==> config.mk <==
export PLATFORM = sky130hd
export DESIGN_NAME = siren_controller_flat
export DESIGN_NICKNAME = d
export VERILOG_FILES = /design/src/rtl/siren_controller_pkg.sv /design/src/rtl/siren_controller_if.sv /design/src/rtl/siren_controller_cycle_timer.sv /design/src/rtl/siren_controller.sv /design/src/flat_wrapper.sv
export SDC_FILE = /design/constraint.sdc
export NUM_CORES = 1
export LEC_CHECK = 0
export BUFFER_PORTS_ARGS = -buffer_cell sky130_fd_sc_hd__buf_2
export CORE_UTILIZATION = 55
export CTS_CLUSTER_DIAMETER = 100
export DETAILED_ROUTE_END_ITERATION = 10
export PLACE_DENSITY = 0.84
export SLEW_MARGIN = 20
export SYNTH_ARGS = -nofsm -noshare
export SYNTH_HDL_FRONTEND = slang
export SYNTH_SLANG_ARGS = --single-unit
==> constraint.sdc <==
create_clock -name clk -period 3.51 [get_ports clk]
set_input_delay 0.702 -clock clk [delete_from_list [all_inputs] [get_ports clk]]
set_output_delay 0.702 -clock clk [all_outputs]
set_load 0.005 [all_outputs]
==> src/rtl/siren_controller_pkg.sv <==
// Shared definitions for the smart-home alarm chain.
//   state_t          : 3-bit controller state encodings
//   DEFAULT_PASSCODE : disarm code shared with door and keypad blocks
//   max_int          : helper used to size the shared timer
package siren_controller_pkg;

    typedef enum logic [2:0] {
        ST_DISARMED  = 3'd0,
        ST_ARMED     = 3'd1,
        ST_TRIGGERED = 3'd2,
        ST_SILENCED  = 3'd3,
        ST_LOCKOUT   = 3'd4
    } state_t;

    localparam logic [3:0] DEFAULT_PASSCODE = 4'hA;

    function automatic int max_int(input int a, input int b);
        return (a > b) ? a : b;
    endfunction

endpackage

==> src/rtl/siren_controller_if.sv <==
// Signal bundle between the alarm sources / keypad and the siren controller.
//   walm, arm, code, code_valid : requests into the controller
//   siren, armed, intrusion, lockout, tries : controller status
// master : the side that drives requests (window module, keypad, bench)
// slave  : the siren controller
interface siren_controller_if;
    logic       walm;
    logic       arm;
    logic [3:0] code;
    logic       code_valid;
    logic       siren;
    logic       armed;
    logic       intrusion;
    logic       lockout;
    logic [1:0] tries;

    modport master (
        output walm, arm, code, code_valid,
        input  siren, armed, intrusion, lockout, tries
    );

    modport slave (
        input  walm, arm, code, code_valid,
        output siren, armed, intrusion, lockout, tries
    );
endinterface

==> src/rtl/siren_controller_cycle_timer.sv <==
// Down-counting timer shared by the siren and lockout phases.
//   clk, rst  : clock and synchronous active-high reset
//   i_load    : load i_load_val into the counter (wins over i_tick)
//   i_load_val: value to load
//   i_tick    : decrement by one this cycle
//   o_count   : current count
//   o_expire  : count is 1, i.e. this tick ends the timed phase
module cycle_timer #(
    parameter int W = 5
) (
    input  logic         clk,
    input  logic         rst,
    input  logic         i_load,
    input  logic [W-1:0] i_load_val,
    input  logic         i_tick,
    output logic [W-1:0] o_count,
    output logic         o_expire
);
    logic [W-1:0] r_count;

    always_ff @(posedge clk) begin
        if (rst) begin
            r_count <= '0;
        end else if (i_load) begin
            r_count <= i_load_val;
        end else if (i_tick && (r_count != '0)) begin
            r_count <= r_count - W'(1);
        end
    end

    assign o_count  = r_count;
    assign o_expire = (r_count == W'(1));
endmodule

==> src/rtl/siren_controller.sv <==
// Alarm controller downstream of the window module.
// Holds arm state, latches intrusions, runs the siren for a bounded time,
// accepts a passcode to disarm and locks out code entry after repeated
// wrong codes.
//   clk, rst : clock and synchronous active-high reset
//   bus      : slave side of siren_controller_if (requests in, status out)
module siren_controller
    import siren_controller_pkg::*;
#(
    parameter int         SIREN_CYCLES   = 20,
    parameter int         LOCKOUT_CYCLES = 30,
    parameter logic [3:0] PASSCODE       = DEFAULT_PASSCODE,
    parameter int         MAX_TRIES      = 3
) (
    input  logic               clk,
    input  logic               rst,
    siren_controller_if.slave  bus
);
    localparam int TIMER_W = $clog2(max_int(SIREN_CYCLES, LOCKOUT_CYCLES) + 1);

    state_t       r_state;
    logic         r_siren;
    logic         r_armed;
    logic         r_intrusion;
    logic         r_lockout;
    logic [1:0]   r_tries;

    logic         w_good;
    logic         w_bad;
    logic         w_armed_state;
    logic [2:0]   w_tries_inc;
    logic         w_hit_max;
    logic         w_load;
    logic [TIMER_W-1:0] w_load_val;
    logic         w_tick;
    logic [TIMER_W-1:0] w_count;
    logic         w_expire;

    assign w_good        = bus.code_valid && (bus.code == PASSCODE);
    assign w_bad         = bus.code_valid && (bus.code != PASSCODE);
    assign w_armed_state = (r_state == ST_ARMED) || (r_state == ST_TRIGGERED) ||
                           (r_state == ST_SILENCED);
    assign w_tries_inc   = {1'b0, r_tries} + 3'd1;
    // A wrong code that completes the try budget pre-empts walm this cycle.
    assign w_hit_max     = w_armed_state && w_bad && (w_tries_inc >= 3'(MAX_TRIES));

    // Timer control mirrors the state transitions below: lockout entry
    // loads the lockout period, otherwise walm (re)loads the siren period.
    always_comb begin
        w_load     = 1'b0;
        w_load_val = '0;
        if (w_armed_state && !w_good) begin
            if (w_hit_max) begin
                w_load     = 1'b1;
                w_load_val = TIMER_W'(LOCKOUT_CYCLES);
            end else if (bus.walm) begin
                w_load     = 1'b1;
                w_load_val = TIMER_W'(SIREN_CYCLES);
            end
        end
    end

    assign w_tick = ((r_state == ST_TRIGGERED) || (r_state == ST_LOCKOUT)) &&
                    (w_count != '0);

    cycle_timer #(
        .W (TIMER_W)
    ) u_timer (
        .clk        (clk),
        .rst        (rst),
        .i_load     (w_load),
        .i_load_val (w_load_val),
        .i_tick     (w_tick),
        .o_count    (w_count),
        .o_expire   (w_expire)
    );

    always_ff @(posedge clk) begin
        if (rst) begin
            r_state     <= ST_DISARMED;
            r_siren     <= 1'b0;
            r_armed     <= 1'b0;
            r_intrusion <= 1'b0;
            r_lockout   <= 1'b0;
            r_tries     <= 2'd0;
        end else begin
            case (r_state)
                ST_DISARMED: begin
                    if (bus.arm) begin
                        r_state     <= ST_ARMED;
                        r_armed     <= 1'b1;
                        r_intrusion <= 1'b0;
                        r_tries     <= 2'd0;
                    end
                end

                ST_ARMED, ST_TRIGGERED, ST_SILENCED: begin
                    if (w_good) begin
                        r_state <= ST_DISARMED;
                        r_armed <= 1'b0;
                        r_siren <= 1'b0;
                        r_tries <= 2'd0;
                    end else if (w_hit_max) begin
                        r_state   <= ST_LOCKOUT;
                        r_siren   <= 1'b1;
                        r_lockout <= 1'b1;
                        r_tries   <= 2'd0;
                    end else begin
                        // A wrong code below the limit only counts; walm and
                        // expiry are still handled in the same cycle.
                        if (w_bad && (r_tries != 2'd3)) begin
                            r_tries <= w_tries_inc[1:0];
                        end
                        if (bus.walm) begin
                            r_state     <= ST_TRIGGERED;
                            r_siren     <= 1'b1;
                            r_intrusion <= 1'b1;
                        end else if ((r_state == ST_TRIGGERED) && w_expire) begin
                            r_state <= ST_SILENCED;
                            r_siren <= 1'b0;
                        end
                    end
                end

                ST_LOCKOUT: begin
                    if (w_expire) begin
                        r_state   <= ST_SILENCED;
                        r_siren   <= 1'b0;
                        r_lockout <= 1'b0;
                    end
                end

                default: begin
                    r_state <= ST_DISARMED;
                    r_siren <= 1'b0;
                    r_armed <= 1'b0;
                    r_lockout <= 1'b0;
                    r_tries <= 2'd0;
                end
            endcase
        end
    end

    assign bus.siren     = r_siren;
    assign bus.armed     = r_armed;
    assign bus.intrusion = r_intrusion;
    assign bus.lockout   = r_lockout;
    assign bus.tries     = r_tries;
endmodule

==> src/flat_wrapper.sv <==
// flat-port wrapper written by rule: the top's interface ports become plain ports
module siren_controller_flat import siren_controller_pkg::*;
#(
    parameter int         SIREN_CYCLES   = 20,
    parameter int         LOCKOUT_CYCLES = 30,
    parameter logic [3:0] PASSCODE       = DEFAULT_PASSCODE,
    parameter int         MAX_TRIES      = 3
)
  (clk, rst, bus_walm, bus_arm, bus_code, bus_code_valid, bus_siren, bus_armed, bus_intrusion, bus_lockout, bus_tries);
  siren_controller_if bus_i ();
  input  logic clk;
  input  logic rst;
  input wire logic [$bits(bus_i.walm)-1:0] bus_walm;
  input wire logic [$bits(bus_i.arm)-1:0] bus_arm;
  input wire logic [$bits(bus_i.code)-1:0] bus_code;
  input wire logic [$bits(bus_i.code_valid)-1:0] bus_code_valid;
  output wire logic [$bits(bus_i.siren)-1:0] bus_siren;
  output wire logic [$bits(bus_i.armed)-1:0] bus_armed;
  output wire logic [$bits(bus_i.intrusion)-1:0] bus_intrusion;
  output wire logic [$bits(bus_i.lockout)-1:0] bus_lockout;
  output wire logic [$bits(bus_i.tries)-1:0] bus_tries;
  assign bus_i.walm = bus_walm;
  assign bus_i.arm = bus_arm;
  assign bus_i.code = bus_code;
  assign bus_i.code_valid = bus_code_valid;
  assign bus_siren = bus_i.siren;
  assign bus_armed = bus_i.armed;
  assign bus_intrusion = bus_i.intrusion;
  assign bus_lockout = bus_i.lockout;
  assign bus_tries = bus_i.tries;
  siren_controller #(.SIREN_CYCLES(SIREN_CYCLES), .LOCKOUT_CYCLES(LOCKOUT_CYCLES), .PASSCODE(PASSCODE), .MAX_TRIES(MAX_TRIES)) u_core (.clk(clk), .rst(rst), .bus(bus_i));
endmodule
; ---- Word level (Yosys, flattened, before mapping)
; Index checks and enable logic that the tools add are counted.
[classes]
addsub = 2
n_lt_le_gt_ge = 1
eq_ne = 17
n_mux = 37
bitwise = 2
reduce_logical = 24
[ops]
columns = operator, n
row1 = $mux 5, 5
row2 = $mux 3, 6
row3 = $mux 1, 16
row4 = $reduce_and 3->1, 4
row5 = $ne 2x2->1 const B, 5
row6 = $logic_and 1x1->1, 9
row7 = $pmux 1 s3, 3
row8 = $pmux 3 s3, 1
row9 = $mux 2, 4
row10 = $eq 3x2->1 const B, 2
row11 = $ne 2x1->1 const B, 3
row12 = $pmux 2 s3, 1
row13 = $eq 5x1->1 const B, 1
row14 = $ne 5x2->1 const B, 1
row15 = $reduce_and 5->1, 1
row16 = $reduce_bool 5->1, 1
row17 = $sub 5x1->5 const B, 1
row18 = $eq 4x4->1 const B, 1
row19 = $ne 4x1->1 const B, 1
row20 = $ne 4x4->1 const B, 1
row21 = $reduce_and 4->1, 1
row22 = $reduce_bool 2->1, 2
row23 = $add 2x1->3 const B, 1
row24 = $eq 3x1->1 const B, 1
row25 = other kinds (8), 11
[totals]
regBits = 14
inputBits = 9
out_inout_bits = 6
wordCells = 90

; ---- Depth between registers and ports, before layout
; Gate-level depths: netlist of run 1.
[depth]
word_depth = 8
ltp_mapped = 6
ltp_nobuf = 6

; ---- By module
; Synthesis of run 1 repeated with hierarchy kept, for this count alone.
[hier_totals]
cells_unflattened = 114
hier_area_um2 = 947.2
[modules_own_cells]
columns = mod, instances, cells_per_inst, area_per_inst_um2, seq_area_each_um2
row1 = siren_controller, 1, 74, 614.3, 180.2
row2 = cycle_timer, 1, 40, 332.8, 100.1

; ---- Least setup slack after synthesis of run 1
; No wires, ideal clock.
[synth_timing]
path_kind = input to register
startpoint = input bus_code[2]
endpoint = register u_core.r_state[0]
setup_ns = 0.070
arrival_ns = 1.647
t_required_ns = 3.440
slack_ns = 1.792
stages = 4
path_buffers = 0
path_cell_list = and4bb_2 a21oi_4 or3b_1 a21oi_1
[synth_via]
elab_chain_len = 7
elab_cells_between_ends = 11
classes_between = 3 x eq/ne / 3 x mux / 5 x reduce/logical
[synth_rtl]
columns = element, line_no
row1 = start: declaration, flat_wrapper.sv:15  ; input wire logic [$bits(bus_i.code)-1:0] bus_code;
row2 = $ne 4x4->1, siren_controller.sv:40  ; assign w_bad = bus.code_valid && (bus.code != PASSCODE);
row3 = $logic_and 1x1->1, siren_controller.sv:40
row4 = $logic_and 1x1->1 (2 in series), siren_controller.sv:45  ; assign w_hit_max = w_armed_state && w_bad && (w_tries_inc >= 3'(MAX_TRIES));
row5 = $mux 3, siren_controller.sv:103  ; end else if (w_hit_max) begin
row6 = $mux 3, siren_controller.sv:98  ; if (w_good) begin
row7 = $pmux 3 s3, siren_controller.sv:87  ; case (r_state)
row8 = end signal: assignment, siren_controller.sv:90  ; r_state <= ST_ARMED;
row9 = end signal: assignment, siren_controller.sv:99  ; r_state <= ST_DISARMED;
row10 = end signal: assignment, siren_controller.sv:104  ; r_state <= ST_LOCKOUT;
row11 = end: declaration, siren_controller.sv:21  ; state_t r_state;
; Parallel ways exist; a longest one is shown, timed or not.
; A chain may end at the register's enable or synchronous reset.

; ---- Worst setup path in the final report of run 1
[layout_timing]
startpoint = register u_core.r_tries[0] (netlist: u_core.bus.tries[0])
endpoint = register u_core.r_state[0]
[layout_via]
elab_chain_len = 6
elab_cells_between_ends = 8
classes_between = 1 x add/sub / 1 x order compare / 1 x eq/ne / 3 x mux / 2 x reduce/logical
[layout_rtl]
columns = element, line_no
row1 = start: declaration, siren_controller.sv:26  ; logic [1:0] r_tries;
row2 = start signal: assignment, siren_controller.sv:112  ; r_tries <= w_tries_inc[1:0];
row3 = $add 2x1->3 (*), siren_controller.sv:43  ; assign w_tries_inc = {1'b0, r_tries} + 3'd1;
row4 = $ge 3x2->1 (*), siren_controller.sv:45
row5 = $logic_and 1x1->1 (*), siren_controller.sv:45
row6 = $mux 3, siren_controller.sv:103
row7 = $mux 3, siren_controller.sv:98
row8 = $pmux 3 s3, siren_controller.sv:87
; Every way passes the cells marked *; elsewhere a longest branch is shown, timed or not.

==> results of run 1 <==
-- registers in the layout, indices dropped and copies added (netlist names) --
register and cells:
u_core.bus.siren 1, u_core.bus.intrusion 1, u_core.r_state 3, u_core.bus.armed 1, u_core.bus.tries 2, u_core.bus.lockout 1, u_core.u_timer.o_count 5
-- kinds of logic after synthesis --
family,count (synthesis)
multiplexers,1
adder cells (fa/ha/maj),5
AND/OR/NAND/NOR,29
XOR/XNOR,5
AO/OA/AOI/OAI,28
buffers and inverters,9
flip-flops,14
-- power by group --
part	total [mW]	internal (mW)	switching, mW
sequential	0.195	0.174	0.0215
clock	0.115	0.0631	0.0518
combinational	0.118	0.0589	0.0596
-- through the flow --
step	util [%]	power [mW]	instances
finish	69.2	0.429	121
floorplan	-	0.289	91
detailed placement	66.6	0.317	117
global route	69.2	0.455	121
global placement	66.6	0.313	117
CTS	69.2	0.432	121
-- worst max-delay path: stages (launching register included) --
cell and delay [ns]:
dfxtp_1 0.37, inv_1 0.07, ha_1 0.19, o21ai_1 0.42, nand2_1 0.19, or3b_1 0.40, a21oi_1 0.12
-- synth_stat cells (2+ instances only) --
cell and number:
o22ai_1 3, o21ai_0 2, nor2_1 3, inv_1 6
nand2_1 7, dfxtp_1 14, or3_1 2, a211oi_1 2
ha_1 5, a21oi_1 15, xnor2_1 5, or3b_1 2
nor4b_4 2
-- final cells by class --
class	instances	area, um^2
inverter	6	22.5
multi-input combinational	68	518
fill	119	420
timing repair buffer	14	70.1
tap	15	18.8
clock buffer	4	36.3
sequential	14	280
-- cell usage in the layout (no fill, tap or decap), types with 2 or more instances in the layout --
cell	synthesis	routed
or3b_1	2	2
ha_1	5	5
buf_2	1	14
or3_1	2	2
xnor2_1	5	5
a211oi_1	2	2
o22ai_1	3	3
clkbuf_4	0	3
nand2_1	7	7
o21ai_0	2	2
inv_1	6	6
a21oi_1	15	15
nor2_1	3	3
dfxtp_1	14	14
nor4b_4	2	2
-- layer usage --
layer	track usage, %	routed length (um)	vias to the layer above
met2	38.7	827	17
met1	24.1	686	334
met4	13.7	43	0
met3	6.52	57	7
met5	0	0	-
li1	-	-	362
-- worst min path at each step --
stage                       startpoint  slack, ns  depth (start not counted)            endpoint
floorplan           u_core.bus.lockout       0.45                          2  u_core.bus.lockout
global placement    u_core.bus.lockout       0.44                          2  u_core.bus.lockout
detailed placement  u_core.bus.lockout       0.44                          2  u_core.bus.lockout
CTS                 u_core.bus.lockout       0.45                          2  u_core.bus.lockout
global route        u_core.bus.lockout       0.49                          2  u_core.bus.lockout
finish              u_core.bus.lockout       0.45                          2  u_core.bus.lockout
==> results.py, run 1 <==
metrics = {
    "outcome": {
        "status": "finished clean",
    },
    "clocking": {
        "insertion_delay_ns": 0.28,
        "cts_tree": "yes",
        "holdBufCountCts": 0,
        "postCtsSetupBuffers": 0,
        "cts_num_sinks": 14,
        "h-tree-depth": 1,
        "clock_path_buffers": 2,
        "clk_pin_slew_ns": 0.08,
        "cts-root-buf": "clkbuf_4",
        "cts_buffers": 3,
        "cts_resized": 0,
    },
    "synth": {
        "synth_compound_area_share_pct": 20.4,
        "synth-async-reset-ratio_pct": 0,
        "synth_simple_gate_area_share_pct": 27.2,
        "syn_inst": 91,
        "synth_fp_nets": 105,
        "ys_seq_elements": 14,
        "netlist.area_leader.share_pct": 33.3,
        "syn_avg_cell_area_um2": 9.24,
        "synthAdderAreaFrac_pct": 7.44,
        "yosysSeqAreaShare_pct": 33.3,
        "netlist_area_um2": 841,
        "synth_enable_flop_cells": 0,
        "ys.warnings.count": 0,
        "synth_area_leader_cell": "dfxtp_1",
        "ys_types": 36,
        "synth.area.mux_share_pct": 1.34,
        "synth_top_family_by_area": "simple AND/OR/NAND/NOR gates",
        "synth.area.top_cells": "dfxtp_1 33%, a21oi_1 8.9%, ha_1 7.4%",
        "ys.flop_type": "dfxtp_1",
        "synth-xor-area-share_pct": 5.21,
    },
    "final_layout": {
        "nNetsFinal": 121,
        "area_delta_synth_final_pct": 12.5,
        "final_layout_size_suffix_gt1_share_pct": 25.5,
        "stdcell_area_um2": 946,
        "diodes": 0,
    },
    "sta": {
        "finalWorstSetupSlack_ns": 1.68,
        "worst_pin_slew_ns": 0.503,
        "fin_skew_ns": 0.00149,
        "max_freq_ghz": 0.545,
        "hold_slack_ns": 0.453,
        "final_hold_viol_count": 0,
        "setup_viol": 0,
        "report.final.slew_viol_count": 0,
        "fin_crit_sh_pct": 52.2,
        "post-route-min-period_ns": 1.83,
        "fin_tns_setup_ns": 0,
        "grt_setup_unrepaired": "no",
        "slew-limit-headroom_pct": 66.2,
    },
    "pwr": {
        "p_per_area_mw_per_mm2": 453,
        "ir_drop_uv": 288,
        "power_leakage_nw": 0.371,
    },
    "die": {
        "dieArea_mm2": 0.00169,
        "fp.coreArea_mm2": 0.00137,
        "num_rows": 13,
        "chipWidth_um": 41.1,
        "ios": 15,
        "die_h_um": 41.1,
        "start_util_pct": 61.5,
    },
    "global_routing": {
        "grt_pass1_wl_um": 2380,
        "grt_usage_pct": 22.6,
        "overflow": 0,
        "grt_max_degree": 16,
        "first_global_vias": 585,
        "antenna_found_initial": 0,
    },
    "setup_path": {
        "worstPathRequired_ns": 3.73,
        "worstPathMaxFanout": 8,
        "end_kind": "flop",
        "worstSetupStartpointType": "flop",
        "crit_end": "u_core.r_state[0]",
        "r2r_slack_ns": 1.68,
        "cp.arrival_ns": 2.05,
        "criticalPathCategory": "flop to flop",
        "rr_worst_depth": 6,
        "r2r_end": "u_core.r_state[0]",
        "startpoint": "u_core.bus.tries[0]",
        "r2r_start": "u_core.bus.tries[0]",
    },
    "hold_path": {
        "worstHoldPathType": "flop to flop",
    },
    "routing": {
        "wl_per_cell_um": 13.3,
        "drt_first_iter_violations": 14,
        "drt_first_pass_iters": 4,
        "drt-total-wl_um": 1620,
        "viasPerCell": 5.95,
        "ant_nets": 0,
        "num_vias": 720,
        "drc_errors": 0,
    },
    "place": {
        "port_buffers": 14,
        "dpl.hpwl_um": 1250,
        "post-place-ws_ns": 1.62,
        "dpl_cell_area_um2": 910,
        "gp_congestion": 0.832,
    },
    "job": {
        "cap_violations": 0,
    },
}
No activity file was read; power rests on OpenSTA's default activity.
==> run 2: changes to the inputs <==
--- a/config.mk
+++ b/config.mk
@@ -6,10 +6,11 @@
 export NUM_CORES = 1
 export LEC_CHECK = 0
 export BUFFER_PORTS_ARGS = -buffer_cell sky130_fd_sc_hd__buf_2
-export CORE_UTILIZATION = 55
+export CORE_ASPECT_RATIO = 0.75
+export CORE_UTILIZATION = 48
 export CTS_CLUSTER_DIAMETER = 100
 export DETAILED_ROUTE_END_ITERATION = 10
-export PLACE_DENSITY = 0.84
+export PLACE_DENSITY = 0.78
 export SLEW_MARGIN = 20
 export SYNTH_ARGS = -nofsm -noshare
 export SYNTH_HDL_FRONTEND = slang
==> constraint.sdc (replaced) <==
create_clock -name clk -period 1.5 [get_ports clk]
set_input_delay 0.3 -clock clk [delete_from_list [all_inputs] [get_ports clk]]
set_output_delay 0.3 -clock clk [all_outputs]
set_load 0.005 [all_outputs]
==> results.py, run 2 (same netlist as run 1, synthesis figures left out) <==
metrics = {
    "outcome": {
        "status": "finished, violations left",
        "violations": "setup timing",
    },
    "pwr": {
        "internal_power_mw": 0.709,
        "p_switching_mw": 0.362,
        "swShare_pct": 33.8,
        "seqPwrFrac_pct": 43.1,
        "ir_drop_uv": 738,
        "combPwrFrac_pct": 37.0,
        "p_per_area_mw_per_mm2": 953,
        "power_leakage_nw": 0.439,
        "clkPwrFrac_pct": 20.0,
    },
    "sta": {
        "grt_setup_unrepaired": "yes",
        "fin_skew_ns": 0.00264,
        "report.final.slew_viol_count": 0,
        "hold_slack_ns": 0.378,
        "slew-limit-headroom_pct": 73.8,
        "final_hold_viol_count": 0,
        "finalWorstSetupSlack_ns": -0.0201,
        "fin_crit_sh_pct": 101,
        "fin_tns_setup_ns": -0.0352,
        "max_freq_ghz": 0.658,
        "setup_viol": 2,
        "post-route-min-period_ns": 1.52,
        "worst_pin_slew_ns": 0.391,
    },
    "clocking": {
        "cts_num_sinks": 14,
        "clk_pin_slew_ns": 0.08,
        "clock_path_buffers": 2,
        "insertion_delay_ns": 0.28,
        "cts_buffers": 3,
        "cts-root-buf": "clkbuf_4",
        "cts_tree": "yes",
        "holdBufCountCts": 0,
        "h-tree-depth": 1,
    },
    "final_layout": {
        "stdcell_count": 138,
        "fill_cells": 122,
        "stdcell_area_mm2": 0.00112,
        "largest_register_ffs": 5,
        "area_delta_synth_final_pct": 33.6,
        "final_layout_size_suffix_gt1_share_pct": 47.0,
        "nNetsFinal": 133,
        "seqCellArea_um2": 288,
        "layout_common_cells": "14 x a21oi_1, 14 x buf_2, 12 x buf_4",
        "diodes": 0,
        "multi_input_area_um2": 599,
    },
    "global_routing": {
        "grt_use_met1_pct": 28.7,
        "grt_use_met2_pct": 37.7,
        "antenna_found_initial": 0,
        "grtUsageMet3_pct": 7.14,
        "grt_max_degree": 16,
        "grt-busiest-layer": "met2",
        "overflow": 0,
        "first_global_vias": 645,
        "grt_usage_pct": 23.2,
        "grt_pass1_wl_um": 3060,
    },
    "place": {
        "dp_cells": 131,
        "dpl.hpwl_um": 1420,
        "port_buffers": 14,
        "dpl_cell_area_um2": 982,
        "gp_congestion": 0.842,
        "post-place-ws_ns": -0.0764,
    },
    "routing": {
        "drt_first_iter_violations": 28,
        "num_vias": 768,
        "drt-total-wl_um": 2020,
        "viasPerCell": 5.57,
        "wl_per_cell_um": 14.7,
        "drc_errors": 0,
        "ant_nets": 0,
        "drt_first_pass_iters": 4,
    },
    "setup_path": {
        "worstPathRequired_ns": 1.66,
        "crit_path_max_incr_delay_ns": 0.38,
        "worstPathMaxFanout": 4,
        "path_delay_family": "simple AND/OR/NAND/NOR gates",
        "cp_num_buf_inv": 2,
        "criticalPathCategory": "flop to flop",
        "crit_chain": "inv_4, ha_4, nor4b_4, nor3_2, buf_4, xnor2_1, a211oi_2",
        "worstSetupStartpointType": "flop",
        "cp.arrival_ns": 1.68,
        "end_kind": "flop",
        "crit_slowest_cell": "dfxtp_4",
    },
    "die": {
        "start_util_pct": 53.8,
        "fp.coreArea_mm2": 0.00156,
        "dieArea_mm2": 0.00192,
        "chipWidth_um": 50.3,
        "die_h_um": 38.2,
        "num_rows": 12,
        "ios": 15,
    },
    "job": {
        "cap_violations": 0,
    },
    "hold_path": {
        "worstHoldPathType": "input port to flop",
    },
}
==> run 2: cell types whose count changed in the layout (fill, tap and decap cells not counted), sizes merged <==
cell,delta
clkbuf,-1
buf,+12
==> run 2: final cells by class <==
cell class / count / area share, %
timing repair buffer: 26 / 14.3
multi-input combinational: 68 / 53.3
sequential: 14 / 25.6
tap: 21 / 2.34
clock buffer: 3 / 2.00
inverter: 6 / 2.45
==> run 2: power by group through the flow <==
stage          clock, mW  sequential [mW]  combinational (mW)
2_1_floorplan          0            0.453               0.225
3_3_place_gp           0            0.460               0.306
3_5_place_dp           0            0.463               0.313
4_1_cts            0.220            0.460               0.374
5_1_grt            0.234            0.466               0.427
6_report           0.214            0.461               0.396
==> run 2: worst paths after layout <==
path | start | to | slack (ns) | cells past startpoint
max | u_core.u_timer.o_count[0] | u_core.u_timer.o_count[0] | -0.02 | 7
min | bus_walm | u_core.bus.intrusion | 0.38 | 3
max reg2reg | u_core.u_timer.o_count[0] | u_core.u_timer.o_count[0] | -0.02 | 7
min reg2reg | u_core.bus.lockout | u_core.bus.lockout | 0.47 | 2
==> run 2: worst min-delay path, delay by kind of cell <==
family | cells | cell delay, ns
compound gates | 1 | 0.14
simple gates | 1 | 0.06
buf+inv | 1 | 0.12
==> run 2: routing by layer <==
metal  share of wire [%]  vias up
met2                  48       16
li1                    -      387
met1                  46      361
met5                   0        -
met3                 3.6        4
met4                 1.5        0
==> run 2: per-stage QoR <==
stage / total power, mW / utilization [%]
after global placement: 0.765 / 62.9
after CTS: 1.05 / 69.8
after global routing: 1.13 / 72.0
after floorplan: 0.678 / -
after detailed placement: 0.777 / 62.9
final: 1.07 / 72.0
==> run 2: repair_timing <==
item	CTS	global route
pin swaps	8	3
gates cloned	0	0
endpoints found under the setup margin	7	7
resized for setup	17	6
buffers inserted	3	1
==> run 3: changes to the inputs <==
--- a/config.mk
+++ b/config.mk
@@ -6,11 +6,12 @@
 export NUM_CORES = 1
 export LEC_CHECK = 0
 export BUFFER_PORTS_ARGS = -buffer_cell sky130_fd_sc_hd__buf_2
-export CORE_ASPECT_RATIO = 0.75
-export CORE_UTILIZATION = 48
+export CORE_UTILIZATION = 51
+export CTS_BUF_LIST = sky130_fd_sc_hd__clkbuf_8
 export CTS_CLUSTER_DIAMETER = 100
 export DETAILED_ROUTE_END_ITERATION = 10
-export PLACE_DENSITY = 0.78
+export MAX_ROUTING_LAYER = met4
+export PLACE_DENSITY = 0.82
 export SLEW_MARGIN = 20
 export SYNTH_ARGS = -nofsm -noshare
 export SYNTH_HDL_FRONTEND = slang
==> results.py, run 3 (same netlist as run 1, synthesis figures left out) <==
metrics = {
    "routing": {
        "drc_errors": 0,
        "drt_first_iter_violations": 10,
        "num_vias": 740,
        "topRoutingLayerUsed": "met4",
        "ant_nets": 0,
        "met3_length_um": 38,
        "drt-total-wl_um": 1800,
        "wl_met2_um": 851,
        "wl_per_cell_um": 13.7,
        "routedLengthMet1_um": 867,
        "drt_first_pass_iters": 4,
        "viasPerCell": 5.65,
    },
    "die": {
        "chipWidth_um": 42.6,
        "dieArea_mm2": 0.00182,
        "ios": 15,
        "die_h_um": 42.6,
        "num_rows": 14,
        "start_util_pct": 55.2,
        "fp.coreArea_mm2": 0.00152,
    },
    "clocking": {
        "cts_tree": "yes",
        "clk_pin_slew_ns": 0.06,
        "h-tree-depth": 1,
        "clock_path_buffers": 2,
        "insertion_delay_ns": 0.25,
        "holdBufCountCts": 0,
        "cts_num_sinks": 14,
        "cts_buffers": 3,
        "cts-root-buf": "clkbuf_8",
    },
    "final_layout": {
        "multi_input_area_um2": 582,
        "seqCellArea_um2": 287,
        "final_layout_size_suffix_gt1_share_pct": 44.3,
        "largest_register_ffs": 5,
        "fill_cells": 99,
        "final_common_cell": "buf_2",
        "layout_common_cells": "14 x buf_2, 12 x a21oi_1, 11 x dfxtp_1",
        "area_delta_synth_final_pct": 31.8,
        "diodes": 0,
        "nNetsFinal": 130,
    },
    "sta": {
        "hold_slack_ns": 0.383,
        "setup_viol": 2,
        "grt_setup_unrepaired": "yes",
        "fin_crit_sh_pct": 101,
        "worst_pin_slew_ns": 0.388,
        "slew-limit-headroom_pct": 74.0,
        "fin_skew_ns": 0.000482,
        "report.final.slew_viol_count": 0,
        "post-route-min-period_ns": 1.51,
        "finalWorstSetupSlack_ns": -0.00896,
        "final_hold_viol_count": 0,
        "max_freq_ghz": 0.663,
    },
    "setup_path": {
        "cp.arrival_ns": 1.67,
        "crit_chain": "inv_4, ha_2, nor4b_4, nor3_2, buf_4, xnor2_1, a211oi_1",
        "end_kind": "flop",
        "worstSetupStartpointType": "flop",
        "worstPathMaxFanout": 4,
        "rr_worst_depth": 7,
        "criticalPathCategory": "flop to flop",
        "worstPathRequired_ns": 1.66,
        "crit_path_max_incr_delay_ns": 0.37,
        "crit_slowest_cell": "dfxtp_4",
    },
    "place": {
        "dpl.hpwl_um": 1300,
        "port_buffers": 14,
        "gp_congestion": 0.822,
    },
    "pwr": {
        "total_power_mw": 1.20,
        "ir_drop_uv": 819,
        "p_per_area_mw_per_mm2": 1080,
        "power_leakage_nw": 0.447,
    },
    "job": {
        "cap_violations": 0,
    },
    "hold_path": {
        "worstHoldPathType": "input port to flop",
        "holdPathStages": 3,
    },
    "global_routing": {
        "grt_pass1_wl_um": 2890,
        "first_global_vias": 733,
        "overflow": 0,
        "grt_usage_pct": 22.4,
        "grt_max_degree": 16,
        "antenna_found_initial": 0,
    },
    "outcome": {
        "status": "finished, violations left",
        "violations": "setup timing",
    },
}
[run 3: cell count changes in the layout (fill, tap and decap cells not counted), sizes merged]
cell    before  now
clkbuf       3    4
buf         26   23
[run 3: worst paths after layout]
kind / start / end / slack (ns)
hold / removal: bus_walm / u_core.bus.intrusion / 0.38
setup reg to reg: u_core.u_timer.o_count[0] / u_core.u_timer.o_count[0] / -0.009
hold reg to reg: u_core.bus.lockout / u_core.bus.lockout / 0.46
setup / recovery: u_core.u_timer.o_count[0] / u_core.u_timer.o_count[0] / -0.009
[run 3: report_power, final]
part           internal (mW)  total, mW  switching, mW  leakage [nW]
clock network          0.233      0.374          0.141        0.0288
logic                  0.189      0.363          0.174         0.302
registers              0.409      0.458         0.0496         0.116
total                  0.831       1.20          0.365         0.447
[run 3: stage by stage]
stage / cell area (um^2) / TNS, ns / cells / util, % / setup slack [ns]
finish: 1110 / -0.00908 / 131 / 72.7 / -0.00896
global route: 1110 / -0.410 / 131 / 72.7 / -0.0731
CTS: 1060 / -0.0506 / 131 / 69.5 / -0.0182
detailed placement: 968 / -0.257 / 125 / 63.5 / -0.0697
global placement: 968 / -0.0550 / 125 / 63.5 / -0.0193
floorplan: 846 / 0 / 91 / - / 0.0215
[run 3: worst max-delay path: cells and delay by family (launching register included)]
family	cells	cell delay, ns
adders and majority gates	1	0.16
AOI/OAI and AO/OA	1	0.15
DFF	1	0.37
buffers and inverters	2	0.21
and+or+nand+nor	2	0.42
xor gates and xnor gates	1	0.12
[run 3: cell type report]
cell class	instances	share of cell area (%)
Sequential cell	14	25.8
Tap cell	16	1.81
Multi-Input combinational cell	68	52.5
Clock buffer	4	4.97
Timing Repair Buffer	23	12.4
Inverter	6	2.48
[run 3: layer usage]
metal  up-vias  track usage [%]
met5         -                -
met4         0             13.1
met3         6             3.88
met2        10             36.0
met1       342             26.1
li1        382                -
[run 3: repair_timing]
action                     CTS  global route
pin swaps                    4             6
setup endpoints to repair    6             9
buffers inserted             2             0
gates resized for setup      8            11
